File: src/rtl/d_ext_pipe_if.sv
// d_ext_pipe_if: D-stage immediate request and registered D->E extender result
interface d_ext_pipe_if #(
  parameter int IN_W  = 16,
  parameter int OUT_W = 32
);
  logic             stall;
  logic             flush;
  logic             in_valid;
  logic [IN_W-1:0]  offset;
  logic [2:0]       ext_op;
  logic             out_valid;
  logic [OUT_W-1:0] sign_imm;
  logic [2:0]       out_op;
  logic             op_err;
  modport master (
    output stall, flush, in_valid, offset, ext_op,
    input  out_valid, sign_imm, out_op, op_err
  );
  modport slave (
    input  stall, flush, in_valid, offset, ext_op,
    output out_valid, sign_imm, out_op, op_err
  );
endinterface

File: src/rtl/d_ext_pipe.sv
// d_ext_pipe: immediate extender with registered D->E output; EXT_BYTE_EN adds byte sign/zero-extend ops 5/6
module d_ext_pipe #(
  parameter int IN_W  = 16,
  parameter int OUT_W = 32
) (
  input  logic        clk,
  input  logic        reset,
  d_ext_pipe_if.slave bus
);
  localparam int E = OUT_W - IN_W;
  if (OUT_W < IN_W + 2) begin : g_width_chk
    $error("d_ext_pipe: OUT_W must be at least IN_W+2");
  end
  logic [OUT_W-1:0] zext, sext, lui, broff, shamt, result;
  logic [4:0]       sh5;
  logic             rsvd;
  if (IN_W >= 11) begin : g_sh
    assign sh5 = bus.offset[10:6];
  end else begin : g_sh
    assign sh5 = bus.offset[IN_W-1:IN_W-5];
  end
  assign zext  = {{E{1'b0}}, bus.offset};
  assign sext  = {{E{bus.offset[IN_W-1]}}, bus.offset};
  assign lui   = {bus.offset, {E{1'b0}}};
  assign broff = {sext[OUT_W-3:0], 2'b00};
  assign shamt = {{(OUT_W-5){1'b0}}, sh5};
`ifdef EXT_BYTE_EN
  logic [OUT_W-1:0] sbyte, zbyte;
  assign sbyte = {{(OUT_W-8){bus.offset[7]}}, bus.offset[7:0]};
  assign zbyte = {{(OUT_W-8){1'b0}}, bus.offset[7:0]};
  assign rsvd  = bus.ext_op == 3'd7;
  always_comb
    result = bus.ext_op == 3'd0 ? zext  :
             bus.ext_op == 3'd1 ? sext  :
             bus.ext_op == 3'd2 ? lui   :
             bus.ext_op == 3'd3 ? broff :
             bus.ext_op == 3'd4 ? shamt :
             bus.ext_op == 3'd5 ? sbyte :
             bus.ext_op == 3'd6 ? zbyte : '0;
`else
  assign rsvd = bus.ext_op > 3'd4;
  always_comb
    result = bus.ext_op == 3'd0 ? zext  :
             bus.ext_op == 3'd1 ? sext  :
             bus.ext_op == 3'd2 ? lui   :
             bus.ext_op == 3'd3 ? broff :
             bus.ext_op == 3'd4 ? shamt : '0;
`endif
  // op_err only latches on edges that actually load the register
  always_ff @(posedge clk or posedge reset)
    if (reset) begin
      bus.out_valid <= 1'b0;
      bus.sign_imm  <= '0;
      bus.out_op    <= '0;
      bus.op_err    <= 1'b0;
    end else if (bus.flush) begin
      bus.out_valid <= 1'b0;
      bus.sign_imm  <= '0;
      bus.out_op    <= '0;
    end else if (!bus.stall) begin
      bus.out_valid <= bus.in_valid;
      bus.sign_imm  <= result;
      bus.out_op    <= bus.ext_op;
      bus.op_err    <= bus.op_err | (bus.in_valid & rsvd);
    end
endmodule

File: src/flat_wrapper.sv
// flat-port wrapper written by rule: the top's interface ports become plain ports
module d_ext_pipe_flat 
#(
  parameter int IN_W  = 16,
  parameter int OUT_W = 32
)
  (clk, reset, bus_stall, bus_flush, bus_in_valid, bus_offset, bus_ext_op, bus_out_valid, bus_sign_imm, bus_out_op, bus_op_err);
  d_ext_pipe_if #(.IN_W(IN_W), .OUT_W(OUT_W)) bus_i ();
  input  logic clk;
  input  logic reset;
  input wire logic [$bits(bus_i.stall)-1:0] bus_stall;
  input wire logic [$bits(bus_i.flush)-1:0] bus_flush;
  input wire logic [$bits(bus_i.in_valid)-1:0] bus_in_valid;
  input wire logic [$bits(bus_i.offset)-1:0] bus_offset;
  input wire logic [$bits(bus_i.ext_op)-1:0] bus_ext_op;
  output wire logic [$bits(bus_i.out_valid)-1:0] bus_out_valid;
  output wire logic [$bits(bus_i.sign_imm)-1:0] bus_sign_imm;
  output wire logic [$bits(bus_i.out_op)-1:0] bus_out_op;
  output wire logic [$bits(bus_i.op_err)-1:0] bus_op_err;
  assign bus_i.stall = bus_stall;
  assign bus_i.flush = bus_flush;
  assign bus_i.in_valid = bus_in_valid;
  assign bus_i.offset = bus_offset;
  assign bus_i.ext_op = bus_ext_op;
  assign bus_out_valid = bus_i.out_valid;
  assign bus_sign_imm = bus_i.sign_imm;
  assign bus_out_op = bus_i.out_op;
  assign bus_op_err = bus_i.op_err;
  d_ext_pipe #(.IN_W(IN_W), .OUT_W(OUT_W)) u_core (.clk(clk), .reset(reset), .bus(bus_i));
endmodule
File: config.mk
export PLATFORM = sky130hd
export DESIGN_NAME = d_ext_pipe_flat
export DESIGN_NICKNAME = d
export VERILOG_FILES = /design/src/rtl/d_ext_pipe_if.sv /design/src/rtl/d_ext_pipe.sv /design/src/flat_wrapper.sv
export SDC_FILE = /design/constraint.sdc
export NUM_CORES = 1
export LEC_CHECK = 0
export CELL_PAD_IN_SITES_DETAIL_PLACEMENT = 1
export CELL_PAD_IN_SITES_GLOBAL_PLACEMENT = 2
export CORE_MARGIN = 2
export CORE_UTILIZATION = 29
export DETAILED_ROUTE_END_ITERATION = 10
export GPL_TIMING_DRIVEN = 0
export PLACE_DENSITY_LB_ADDON = 0.3
export SLEW_MARGIN = 20
export SYNTH_ARGS = -nofsm -noshare
export SYNTH_HDL_FRONTEND = slang
export SYNTH_SLANG_ARGS = --single-unit
File: constraint.sdc
create_clock -name clk -period 3 [get_ports clk]
set_input_delay 0.9 -clock clk [delete_from_list [all_inputs] [get_ports clk]]
set_output_delay 0.9 -clock clk [all_outputs]
set_load 0.1 [all_outputs]
**Word-level counts from Yosys, hierarchy flattened**

Index checks and enable logic that the tools add are counted.

- Register bits: 37
- Bits of input ports: 24
- Output and inout port bits: 37
- Word-level logic and storage cells: 27

- $lt $le $gt $ge: 1
- Eq/ne operators: 5
- Mux-type cells: 11
- Bitwise operators: 4
- Reduce and logical (&&, ||, !) cells: 2

Operator list:

| kind | count |
|---|---|
| $mux 32 | 6 |
| $eq 3x2->1 const B | 2 |
| $mux 3 | 2 |
| $mux 5 | 1 |
| $eq 3x1->1 const B | 1 |
| $eq 3x3->1 const B | 1 |
| $gt 3x3->1 const B | 1 |
| $logic_not 3->1 | 1 |
| $mux 1 | 2 |
| $ne 2x1->1 const B | 1 |
| $not 1->1 | 2 |
| $reduce_and 2->1 | 1 |
| $and 1x1->1 | 1 |
| $or 1x1->1 | 1 |

**Depth between registers and ports, before layout**

- Depth after elaboration: 8
- Gate-level depth with buffers: 5
- Mapped depth without buffers: 3

**Worst setup path before layout**

Ideal clock, no wire load.

- Path kind: input-to-reg
- Start: input port bus_ext_op[0]
- End: register u_core.bus.sign_imm[19]
- Arrival time: 1.772 ns
- Path slack: 1.151 ns
- Cell stages on the path: 5
- Path buffers: 2
- Cells stage by stage: buf_4 > a21oi_2 > or4_4 > buf_6 > o21ai_1

- Longest elaborated chain between the ends: 7
- Elaborated cells on any way between the ends: 10
- Classes of those cells: eq/ne: 3; mux: 6; reduce/logical: 1

RTL lines:

| element | RTL line | RTL |
|---|---|---|
| start, declared | flat_wrapper.sv:15 | `input wire logic [$bits(bus_i.ext_op)-1:0] bus_ext_op;` |
| $eq 3x2->1 | d_ext_pipe.sv:46 | `bus.ext_op == 3'd3 ? broff :` |
| $mux 32 | d_ext_pipe.sv:46 |  |
| $mux 32 | d_ext_pipe.sv:45 | `bus.ext_op == 3'd2 ? lui :` |
| $mux 32 | d_ext_pipe.sv:44 | `bus.ext_op == 3'd1 ? sext :` |
| $mux 32 (*) | d_ext_pipe.sv:43 | `result = bus.ext_op == 3'd0 ? zext :` |
| $mux 32 (*) | d_ext_pipe.sv:60 | `end else if (!bus.stall) begin` |
| $mux 32 (*) | d_ext_pipe.sv:56 | `end else if (bus.flush) begin` |
| end signal, assigned | d_ext_pipe.sv:62 | `bus.sign_imm <= result;` |
| end, declared | d_ext_pipe_if.sv:21 | `output out_valid, sign_imm, out_op, op_err` |

Mark *: on every way between the ends. The rest lies on a longest branch, timed or not. The select of a mux whose other input is x is not followed.
A chain may end at the register's enable or synchronous reset.

**Final worst setup path**

- Start: register u_core.bus.sign_imm[2]
- End: output port bus_sign_imm[2]

RTL lines:

| element | RTL line | RTL |
|---|---|---|
| end, declared | flat_wrapper.sv:17 | `output wire logic [$bits(bus_i.sign_imm)-1:0] bus_sign_imm;` |

No word-level cell between the ends.

==> flow_summary_export.csv <==
group,metric,value,unit
drt,vias_per_cell,5.23,
timing,setup_violations,0,
placement,globalplace.congestion,0.789,
drt,drc_errors,0,
clocking,htreeDepth,2,
die,fp.dieW,84.2,µm
grt,grt_max_degree,22,
critical_path,crit_type,"reg -> out",
placement,dp_hpwl,4420,µm
timing,slew_viol_final,0,
hold_path,hold_depth,1,
drt,dr.first_iter.drc_count,80,
timing,period_needed,2.71,ns
grt,antenna_found_initial,0,
final_layout,syn2layout_area_growth,42.3,%
synth,netlist-cell-type-count,32,
critical_path,cp-start-kind,"flip-flop",
synth,synth-compound-area-share,22.6,%
die,io_pins,61,
die,start_util,29.7,%
synth,netlist_instances,194,
grt,grt_overflow,0,
run_status,status,"finished clean",
critical_path,rrSetupSlack,2.10,ns
critical_path,worst-r2r-cell-count,2,
die,floorplan.rows,29,
power,ir_worst_vdd,0.000192,V
final_layout,post-route-cell-area,2650,µm²
drt,routedWlPerCell,17.3,µm
run,maxCapViolations,0,
die,die_h,84.2,µm
drt,vias,1764,
synth,yosysWarningCount,0,
grt,grt_first_pass_wirelength,9590,µm
power,p_per_area,474,nW/µm²
critical_path,crit_chain,"clkdlybuf4s50_1",
timing,worstMarginPinSlew,0.974,ns
timing,rsz0062_at_grt,"false",
synth,synth_adder_area_share,0,%
synth,ys_ff_latch,37,
drt,drtPass1Iterations,4,
critical_path,cp-startpoint,"u_core.bus.sign_imm[2]",
grt,track_usage,17.0,%
synth,syn_area_per_cell,9.61,µm²
clocking,postCtsHoldBufs,0,
timing,timing.fmax,0.368,GHz
critical_path,cp.required,2.10,ns
synth,netlist_area,1860,µm²
drt,ant_nets,0,
clocking,cts_tree,"built",
timing,period_share,90.5,%
drt,totalWireLength,5820,µm
clocking,root_buffer,"clkbuf_8",
power,p_leak,1.07,nW
clocking,clock_sinks,37,
synth,syn_nets,218,
timing,max_slew_margin,34.9,%
synth,synth-simple-area-share,20.9,%
placement,io_buffer_count,59,
final_layout,antenna_cells,0,
critical_path,crit_family,"buffers and inverters",
final_layout,final.fill_count,711,
timing,finClkSkew,0,ns
final_layout,nets,285,
critical_path,cpMaxStageDelayCell,"clkdlybuf4s50_1",
final_layout,layout-drive-gt1-share,8.46,%
hold_path,hold_path.class,"reg -> reg",
placement,postPlaceCellArea,2580,µm²
critical_path,r2r_end,"u_core.bus.sign_imm[1]",
critical_path,worst-path-buf-inv,1,
synth,synth_top_family_by_area,"compound AO/OA/AOI/OAI gates",
clocking,cts_resized,0,
die,dieArea,7090,µm²
timing,finalSetupTns,0,ns
synth,ys_seq_area_share,49.7,%
clocking,clock_path_buffers,2,
critical_path,crit_path_max_fanout,2,
synth,synth_xor_area_share,0,%
critical_path,end_kind,"output port",
grt,grt_pass1_vias,1847,
clocking,post_cts_buffers,0,
timing,finalHoldWorstSlack,0.475,ns
die,coreArea,6280,µm²
hold_path,hold_start,"u_core.bus.op_err",
clocking,clkLatencyLatePin,0.29,ns
critical_path,max_stage_delay,1.14,ns
synth,synth_mux_area_share,0.537,%
clocking,cts_buffers,5,
timing,hold_violations,0,
critical_path,crit-reg2reg-launch,"u_core.bus.sign_imm[1]",
clocking,clk_pin_slew,0.07,ns
critical_path,critical_path_arrival,1.81,ns
hold_path,min_to,"u_core.bus.op_err",
stage by stage:
step	std cells	power, mW	worst slack [ns]	utilization [%]
4_1_cts	337	1.27	0.285	42.3
2_1_floorplan	194	0.817	1.15	-
6_report	337	1.26	0.286	42.3
3_5_place_dp	331	0.947	0.364	41.1
3_3_place_gp	330	0.939	0.353	40.6
5_1_grt	337	1.32	0.255	42.3
registers in the layout, indices dropped and copies added (netlist names):
name,flops
u_core.bus.sign_imm,32
u_core.bus.out_valid,1
u_core.bus.out_op,3
u_core.bus.op_err,1
area by class of cell:
cell class / count / area (µm²) / area share, %
buffer: 18 / 90.1 / 3.40
clock buffer: 5 / 68.8 / 2.59
clock inverter: 1 / 5.00 / 0.189
inverter: 7 / 26.3 / 0.991
multi-input combinational: 132 / 822 / 31.0
sequential: 37 / 926 / 34.9
tap: 77 / 96.3 / 3.63
timing repair buffer: 60 / 618 / 23.3
routing by layer:
layer	share of wire, %	GRT usage [%]	vias to the layer above	wire length [µm]
met1	48	23.7	864	2780
met4	2.1	6.01	0	124
met3	4.2	3.34	11	243
met2	46	26.6	49	2670
li1	-	-	840	-
met5	0	0	-	0
power by group:
part / internal [mW] / total [mW] / switching (mW)
Sequential: 0.522 / 0.535 / 0.0132
Combinational: 0.115 / 0.400 / 0.285
Clock: 0.153 / 0.321 / 0.168
cells in the mapped netlist:
cell type  number  area [µm²]
a21o_1          1        7.51
o31ai_1         1        7.51
o21ai_0         4        20.0
clkbuf_1        6        22.5
inv_1           7        26.3
a22oi_1        14         105
a31oi_1         2        12.5
a21oi_1         8        40.0
buf_4           1        7.51
nand2b_1        3        18.8
or4_4           1        11.3
buf_1           1        3.75
clkbuf_2        1        5.00
mux2i_1         1        10.0
buf_6           1        11.3
nand2_1        18        67.6
and4b_1         2        20.0
a21oi_2         1        8.76
a41oi_1         1        8.76
o21ai_1         9        45.0
o21ai_2         1        8.76
nor4bb_1        1        10.0
and2b_1         1        7.51
a2111oi_0       2        17.5
a311oi_1       11        96.3
dfrtp_1        37         926
a221oi_1        5        43.8
nor3_1         12        60.1
nor2b_1        26         163
or4b_1          1        10.0
buf_2           8        40.0
nor2_1          6        22.5
cell usage in the layout, fill, tap and decap left out, drive strengths merged, types with 2 or more instances in the layout:
cell,n
o21ai,14
a22oi,14
clkdlybuf4s50,59
buf,12
nand2,18
nor3,12
nor2b,26
nor2,6
a311oi,11
and4b,2
dfrtp,37
a21oi,9
a2111oi,2
a31oi,2
nand2b,3
clkbuf,12
a221oi,5
inv,7
worst max-delay path by stage:
stage,end,slack (ns),depth (start not counted)
3_5_place_dp,u_core.bus.sign_imm[16],0.36,5
2_1_floorplan,u_core.bus.sign_imm[19],1.15,5
6_report,bus_sign_imm[2],0.29,1
5_1_grt,bus_sign_imm[16],0.26,1
4_1_cts,bus_sign_imm[16],0.29,1
3_3_place_gp,u_core.bus.sign_imm[16],0.35,5
logic make-up (layout without fill, tap and decap cells):
logic type,Yosys count,after routing
buffers and inverters,25,91
flip-flops,37,37
AND/OR/NAND/NOR,71,71
multiplexers,1,1
AO/OA/AOI/OAI,60,60
Note: power is estimated with default switching activity, not from simulation.
